**config.mk**
```make
export PLATFORM = sky130hd
export DESIGN_NAME = control_data_out
export DESIGN_NICKNAME = d
export VERILOG_FILES = /design/src/rtl/grn_io_pkg.sv /design/src/rtl/sync_fifo_buf.sv /design/src/rtl/control_data_out.sv
export SDC_FILE = /design/constraint.sdc
export NUM_CORES = 2
export LEC_CHECK = 0
export CAP_MARGIN = 20
export CORE_MARGIN = 5
export CORE_UTILIZATION = 56
export DETAILED_ROUTE_END_ITERATION = 16
export PLACE_DENSITY = 0.84
export SLEW_MARGIN = 20
export SYNTH_ARGS = -nofsm -noshare
export SYNTH_HDL_FRONTEND = slang
export SYNTH_SLANG_ARGS = --single-unit
```
**constraint.sdc**
```tcl
create_clock -name clk -period 28.7 [get_ports clk]
set_clock_uncertainty 0.05 [all_clocks]
set_input_delay 5.74 -clock clk [delete_from_list [all_inputs] [get_ports clk]]
set_output_delay 5.74 -clock clk [all_outputs]
set_load 0.005 [all_outputs]
```
**src/rtl/grn_io_pkg.sv**
```systemverilog
// Shared definitions for the output-side I/O controllers: FSM states,
// default data width and counter width.
package grn_io_pkg;

    localparam int unsigned DATA_W_DEF = 512;
    localparam int unsigned CNT_W      = 32;

    typedef enum logic [2:0] {
        FSM_IDLE   = 3'd0,
        FSM_WR_GAP = 3'd1,
        FSM_DONE   = 3'd2
    } fsm_state_t;

endpackage

```
**src/rtl/sync_fifo_buf.sv**
```systemverilog
// Small synchronous FIFO with async-reset pointers; the extra pointer MSB
// separates full from empty when the index bits match.
module sync_fifo_buf #(
    parameter int unsigned DATA_W = 512,
    parameter int unsigned DEPTH  = 4
) (
    input  logic              clk,
    input  logic              rst,
    input  logic              i_push,
    input  logic [DATA_W-1:0] i_data,
    input  logic              i_pop,
    output logic [DATA_W-1:0] o_head,
    output logic              o_full,
    output logic              o_empty
);

    localparam int unsigned AW = $clog2(DEPTH);

    logic [DATA_W-1:0] r_mem [DEPTH];
    logic [AW:0]       r_wr_ptr;
    logic [AW:0]       r_rd_ptr;
    logic [AW:0]       w_one;

    assign w_one = {{AW{1'b0}}, 1'b1};

    always_ff @(posedge clk or posedge rst) begin
        if (rst) begin
            r_wr_ptr <= '0;
            r_rd_ptr <= '0;
        end else begin
            if (i_push) r_wr_ptr <= r_wr_ptr + w_one;
            if (i_pop)  r_rd_ptr <= r_rd_ptr + w_one;
        end
    end

    always_ff @(posedge clk) begin
        if (i_push) r_mem[r_wr_ptr[AW-1:0]] <= i_data;
    end

    assign o_head  = r_mem[r_rd_ptr[AW-1:0]];
    assign o_empty = (r_wr_ptr == r_rd_ptr);
    assign o_full  = (r_wr_ptr[AW] != r_rd_ptr[AW]) &&
                     (r_wr_ptr[AW-1:0] == r_rd_ptr[AW-1:0]);

endmodule

```
**src/rtl/control_data_out.sv**
```systemverilog
// Output write controller: buffers core results and drains num_data_out words
// into the external output FIFO. Define CONTROL_DATA_OUT_STALL_CNT_EN for stall_cycles.
module control_data_out
    import grn_io_pkg::*;
#(
    parameter int unsigned BUF_DEPTH = 4,
    parameter int unsigned DATA_W    = DATA_W_DEF
) (
    input  logic              clk,
    input  logic              rst,
    input  logic              start,
    input  logic [CNT_W-1:0]  num_data_out,
    input  logic              data_in_valid,
    input  logic [DATA_W-1:0] data_in,
    output logic              ready,
    input  logic              available_write,
    output logic              wr_request_en,
    output logic [DATA_W-1:0] wr_data,
    output logic              done
`ifdef CONTROL_DATA_OUT_STALL_CNT_EN
    ,
    output logic [CNT_W-1:0]  stall_cycles
`endif
);

    fsm_state_t        r_state;
    fsm_state_t        w_state_nxt;
    logic [CNT_W-1:0]  r_cont_in;
    logic [CNT_W-1:0]  r_cont_wr;
    logic [DATA_W-1:0] w_head;
    logic              w_full;
    logic              w_empty;
    logic              w_push;
    logic              w_pop;
    logic              w_in_left;
    logic              w_wr_left;

    assign w_in_left = (r_cont_in < num_data_out);
    assign w_wr_left = (r_cont_wr < num_data_out);
    // Registered full only: a pop in the same cycle does not free a slot for a push.
    assign ready     = start & ~w_full & w_in_left;
    assign w_push    = data_in_valid & ready;

    sync_fifo_buf #(
        .DATA_W (DATA_W),
        .DEPTH  (BUF_DEPTH)
    ) u_buf (
        .clk     (clk),
        .rst     (rst),
        .i_push  (w_push),
        .i_data  (data_in),
        .i_pop   (w_pop),
        .o_head  (w_head),
        .o_full  (w_full),
        .o_empty (w_empty)
    );

    always_ff @(posedge clk or posedge rst) begin
        if (rst) r_state <= FSM_IDLE;
        else     r_state <= w_state_nxt;
    end

    always_comb begin
        w_state_nxt = r_state;
        w_pop       = 1'b0;
        if (start) begin
            unique case (r_state)
                FSM_IDLE: begin
                    if (!w_wr_left) begin
                        w_state_nxt = FSM_DONE;
                    end else if (!w_empty && available_write) begin
                        w_pop       = 1'b1;
                        w_state_nxt = FSM_WR_GAP;
                    end
                end
                FSM_WR_GAP: w_state_nxt = FSM_IDLE;
                FSM_DONE:   w_state_nxt = FSM_DONE;
                default:    w_state_nxt = FSM_IDLE;
            endcase
        end
    end

    always_ff @(posedge clk or posedge rst) begin
        if (rst) begin
            r_cont_in     <= '0;
            r_cont_wr     <= '0;
            wr_request_en <= 1'b0;
            wr_data       <= '0;
            done          <= 1'b0;
        end else begin
            wr_request_en <= w_pop;
            if (w_push) r_cont_in <= r_cont_in + CNT_W'(1);
            if (w_pop) begin
                wr_data   <= w_head;
                r_cont_wr <= r_cont_wr + CNT_W'(1);
            end
            if (start && r_state == FSM_DONE) done <= 1'b1;
        end
    end

`ifdef CONTROL_DATA_OUT_STALL_CNT_EN
    logic w_stall;

    assign w_stall = start & (r_state == FSM_IDLE) & ~w_empty & w_wr_left & ~available_write;

    always_ff @(posedge clk or posedge rst) begin
        if (rst)                               stall_cycles <= '0;
        else if (w_stall && stall_cycles != '1) stall_cycles <= stall_cycles + CNT_W'(1);
    end
`endif

endmodule

```
=== Yosys cells after proc, flatten, opt, wreduce, memory -nomap -nowiden ===
Memories as Yosys holds them, arrays and structs flattened. A register that Yosys moved wholly into a read port is not among the register bits.
Cells that the tools add are included.

* Input port bits: 549
* Bits in registers: 75
* Memories: 1
* RAM bits: 2,048
* Output and inout bits: 515

{| class="wikitable"
|+ Memory list
! memory !! depth !! width !! read ports !! clocked after memory_dff !! wr ports !! RTL line !! text
|-
| u_buf.r_mem || 4 || 512 || 1 || 1 || 1 || sync_fifo_buf.sv:19 || <nowiki>logic [DATA_W-1:0] r_mem [DEPTH];</nowiki>
|}

* Add/subtract/negate cells: 4
* Muxes and demuxes: 9
* Reductions and logical operators: 6
* Bitwise gates (word level): 4
* Order comparisons: 2
* Equality and inequality tests: 5

{| class="wikitable"
|+ Operators by type and width
! cell !! number
|-
| 32-bit by 1-bit adder with 32-bit output (second input constant) || 2
|-
| 32-bit < comparator || 2
|-
| 3-bit by 1-bit adder with 3-bit output (second input constant) || 2
|-
| 1-bit two-way mux || 6
|-
| 3-bit two-way mux || 2
|-
| 3-bit case mux with 2 select lines || 1
|-
| 1-bit AND || 3
|-
| 3-bit by 2-bit equality test with 1-bit output (second input constant) || 1
|-
| 3-bit equality test || 1
|-
| 1-bit logical AND || 3
|-
| 3-bit logical NOT || 1
|-
| 3-bit inequality test (second input constant) || 1
|-
| 2-bit equality test || 1
|-
| 2-bit AND reduction || 1
|-
| 1-bit logical NOT || 1
|-
| 1-bit inequality test || 1
|-
| 1-bit NOT || 1
|}

=== Longest topological paths before layout ===
* Word-level depth: 8
* Depth in mapped cells: 13

=== Hierarchy ===
A second synthesis with hierarchy kept.

* Cell total of the unflattened synthesis: 4,294
* Area, all modules: 98,413.1 um^2

{| class="wikitable"
|+ Modules (own cells, without submodules)
! module !! area each (um^2) !! seq. area each (um^2) !! times used !! cells each
|-
| sync_fifo_buf || 74,261.2 || 61,649.1 || 1 || 2,705
|-
| control_data_out || 24,151.9 || 14,513.9 || 1 || 1,589
|}

=== Worst setup path after synthesis ===
OpenSTA, ideal clock, no wires.

* Path type: input port to flip-flop
* From: input port num_data_out[27]
* To: memory u_buf.r_mem[0][0] (enable)
* Slack: 8.700 ns
* Path buffers: 2
* Arrival time: 19.007 ns
* Required time: 27.707 ns
* Cell stages on the path: 10
* Cell sequence: inv_1 > ha_1 > and3_1 > a221oi_1 > o2111ai_1 > a21oi_1 > and3b_1 > clkbuf_1 > clkbuf_1 > and2_1

* Cells in the longest elaborated chain, start to end: 5

{| class="wikitable"
|+ Ends and longest elaborated chain
! item !! RTL line !! text
|-
| start, declared || control_data_out.sv:12 || <nowiki>input logic [CNT_W-1:0] num_data_out,</nowiki>
|-
| 32-bit < comparator || control_data_out.sv:38 || <nowiki>assign w_in_left = (r_cont_in < num_data_out);</nowiki>
|-
| 1-bit AND || control_data_out.sv:41 || <nowiki>assign ready = start & ~w_full & w_in_left;</nowiki>
|-
| 1-bit AND || control_data_out.sv:42 || <nowiki>assign w_push = data_in_valid & ready;</nowiki>
|-
| 1-bit two-way mux || sync_fifo_buf.sv:37 || <nowiki>if (i_push) r_mem[r_wr_ptr[AW-1:0]] <= i_data;</nowiki>
|-
| 1-bit two-way mux (implied by the code) || sync_fifo_buf.sv:37 ||
|-
| end, declared || sync_fifo_buf.sv:19 ||
|}

No other way between the ends.

=== Final worst setup path ===
* From: input port num_data_out[15]
* To: output port ready

* Cells in the longest elaborated chain, start to end: 2

{| class="wikitable"
|+ Ends and longest elaborated chain
! item !! RTL line !! text
|-
| 32-bit < comparator || control_data_out.sv:38 ||
|-
| 1-bit AND || control_data_out.sv:41 ||
|-
| end, declared || control_data_out.sv:15 || <nowiki>output logic ready,</nowiki>
|}

No other way between the ends.

==> results.md <==
- Max Root-Sink Buffers: 4
- Vias in the first global route: 51.7k
- RR Startpoint: r_cont_in[25]
- Crit path max fanout: 3
- Total Wirelength: 250 mm
- Top post-synthesis cells by count: edfxtp_1 (2048), dfrtp_1 (586), mux4_2 (512)
- RSZ-0062 raised after global routing: no
- Synth top area cells: edfxtp_1 (63%), dfrtp_1 (15%), mux4_2 (12%)
- Worst-Margin Slew: 1200 ps
- Yosys warns: 0
- Crit path kind: input pin to output pin
- Final Cell Area: 121000 um2
- Setup TNS: 0 ps
- First drt pass iteration count: 6
- GRT Util Overall: 26.7%
- Met2 Usage GRT: 42.2%
- WHS Endpoint: u_buf.r_wr_ptr[2]
- Sequential fraction of the synthesis area: 77.4%
- Post-cts repair resize count: 0
- Area of the die: 184000 um2
- Async set-reset flop share out of synthesis: 22.2%
- Hold Path Class: register to register
- Final worst-path cycle share: 48.8%
- Yosys top cell area share: 62.5%
- I/O pin count: 1064
- Layout net count: 6083
- Max-Cap Viols: 0
- Gr busiest metal: met2
- Worst vdd ir: 99.5 uV
- WP data arrival: 8230 ps
- Worst setup SP type: input pin
- R2R cell count: 12
- Synth Net Count: 4869
- Core area: 174000 um2
- Final setup fails: 0
- Htree depth: 5
- Row count: 153
- Vias per cell: 6.01
- Layout cells sized above 1: 26.2%
- Gate Count Post-Synth: 4251
- Most common cell in the netlist: edfxtp_1
- IO Port Bufs: 1063
- Clk slew on worst S/H paths: 60 ps
- CP dominant cell by count: clkdlybuf4s50_1
- Outcome: complete, no violations
- CTS Hold Bufs: 0
- Leading area contributor after synthesis: edfxtp_1
- Layout area overhead: 22.6%
- Hold Fails Final Rpt: 0
- Largest net degree at the start of global routing: 143
- Max-slew headroom: 20.3%
- Met3 Usage GRT: 7.48%
- Critical path, cell by cell: clkdlybuf4s50_1 > inv_1 > ha_1 > nand4_1 > nor3_1 > a32oi_1 > a31oi_1 > nor2b_1 > clkdlybuf4s50_1
- Leakage: 41.8 nW
- Number of synthesized flops with an enable pin: 2048
- Fmax: 0.0713 GHz
- Reg2reg setup slack: 21620 ps
- Nature of the critical path endpoint: output pin
- CP peak stage delay: 510 ps
- Met1 Use GR: 31.8%
- First-pass GRT wire length: 360 mm
- Die Width: 429 um
- Worst Hold Depth: 1
- Initial antenna violation count: 116
- Initial detailed-routing violation count: 4340
- Mapped Area: 98300 um2
- Setup Buffers After CTS: 0
- Inserted Clock Buffers: 275
- Root Driver: clkbuf_16
- GP Congestion: 0.859
- Fill cells: 10.0k
- Post-synth cell types: 47
- Minimum clock period: 14020 ps
- Yosys reg bits: 2634
- Die H: 429 um
- Reg-to-Reg End: u_buf.r_mem[0][175]
- WP data required: 22910 ps
- Antenna Violating Nets Remaining: 0
- Post-DP Area: 111000 um2
- Syn avg cell area: 23.1 um2
- Pins Over Slew Limit: 0
- Hold Path Origin: u_buf.r_wr_ptr[2]
- Residual DRC: 0
- Multi-input logic area: 21000 um2
- Worst-Skew Late Latency: 920 ps
- Slowest CP cell: clkdlybuf4s50_1
- PwrDens: 102 nW/um2
- Initial Util: 56.5%
- GRT overflow: 0
- Register area: 76200 um2
- # clock sinks: 2634
- WL per Instance: 30.8 um
- Via Count: 48.6k
- Post-DP HPWL: 147 mm
- Synth Flop Type: edfxtp_1
- CTS tree: yes
worst max path at each step:
stage / endpoint / from
floorplan: done / rst
global placement: ready / num_data_out[31]
detailed placement: ready / num_data_out[31]
CTS: ready / num_data_out[15]
global route: ready / num_data_out[15]
finish: ready / num_data_out[15]
stage by stage:
step | utilization, % | power (mW) | hold slack (ps) | instances | setup slack (ps)
2_1_floorplan | - | 7.38 | 391 | 4251 | 6510
3_3_place_gp | 64.0 | 8.69 | 423 | 7513 | 14710
3_5_place_dp | 64.0 | 8.80 | 427 | 7513 | 14700
4_1_cts | 69.0 | 12.4 | 435 | 7992 | 14690
5_1_grt | 69.2 | 12.8 | 442 | 8087 | 14550
6_report | 69.2 | 12.3 | 432 | 8100 | 14680
cell usage in the layout (no fill, tap or decap), drive strengths merged, types with 29 or more instances in the layout:
master	instances
clkbuf	364
nand4	38
buf	58
ha	69
mux4	512
dfrtp	586
edfxtp	2048
xnor2	53
diode	108
nand2	31
clkinv	77
nand3	29
inv	45
mux2	514
clkdlybuf4s50	1063
registers in the layout (all words and copies together) (netlist names):
signal and count:
u_buf.r_mem 2048, wr_data 512, r_cont_in 32, r_cont_wr 32, u_buf.r_rd_ptr 3, u_buf.r_wr_ptr 3, r_state 2, done 1
wr_request_en 1
final cells by class:
type	instances	share of cell area (%)
diodes	108	0.224
clock buffers	364	6.29
clock inverters	115	1.00
inverters	40	0.131
multi-input cells	1393	17.4
flip-flops and latches	2634	63.2
well taps	2325	2.41
repair buffers	1121	9.31
cells by family (layout without fill, tap and decap cells):
group                    after synthesis  in the layout  synth area share, %
buffers and inverters                224           1640                 1.22
other                                  0            108                    0
XOR/XNOR                              69             69                0.615
multiplexers                        1026           1026                 18.5
flip-flops                          2634           2634                 77.4
adder cells (fa/ha/maj)               69             69                0.878
AO/OA/AOI/OAI                         57             57                0.358
AND/OR/NAND/NOR                      172            172                0.959
critical path, delay by kind of cell:
| kind | cells | cell delay, ps |
|---|---|---|
| buffers and inverters | 3 | 1050 |
| and+or+nand+nor | 3 | 640 |
| AOI/OAI and AO/OA | 2 | 480 |
| adders and majority gates | 1 | 300 |
routing by layer:
layer	wire length (um)	share of wire, %
met1	86200	35
met2	124000	50
met3	19400	7.8
met4	19400	7.8
met5	139	0.056
power by group:
part           internal (mW)  switching [mW]  total (mW)
sequential              4.90           0.410        5.31
clock                   2.07            1.43        3.50
combinational           1.96            1.53        3.49
No activity file was read; power rests on OpenSTA's default activity.
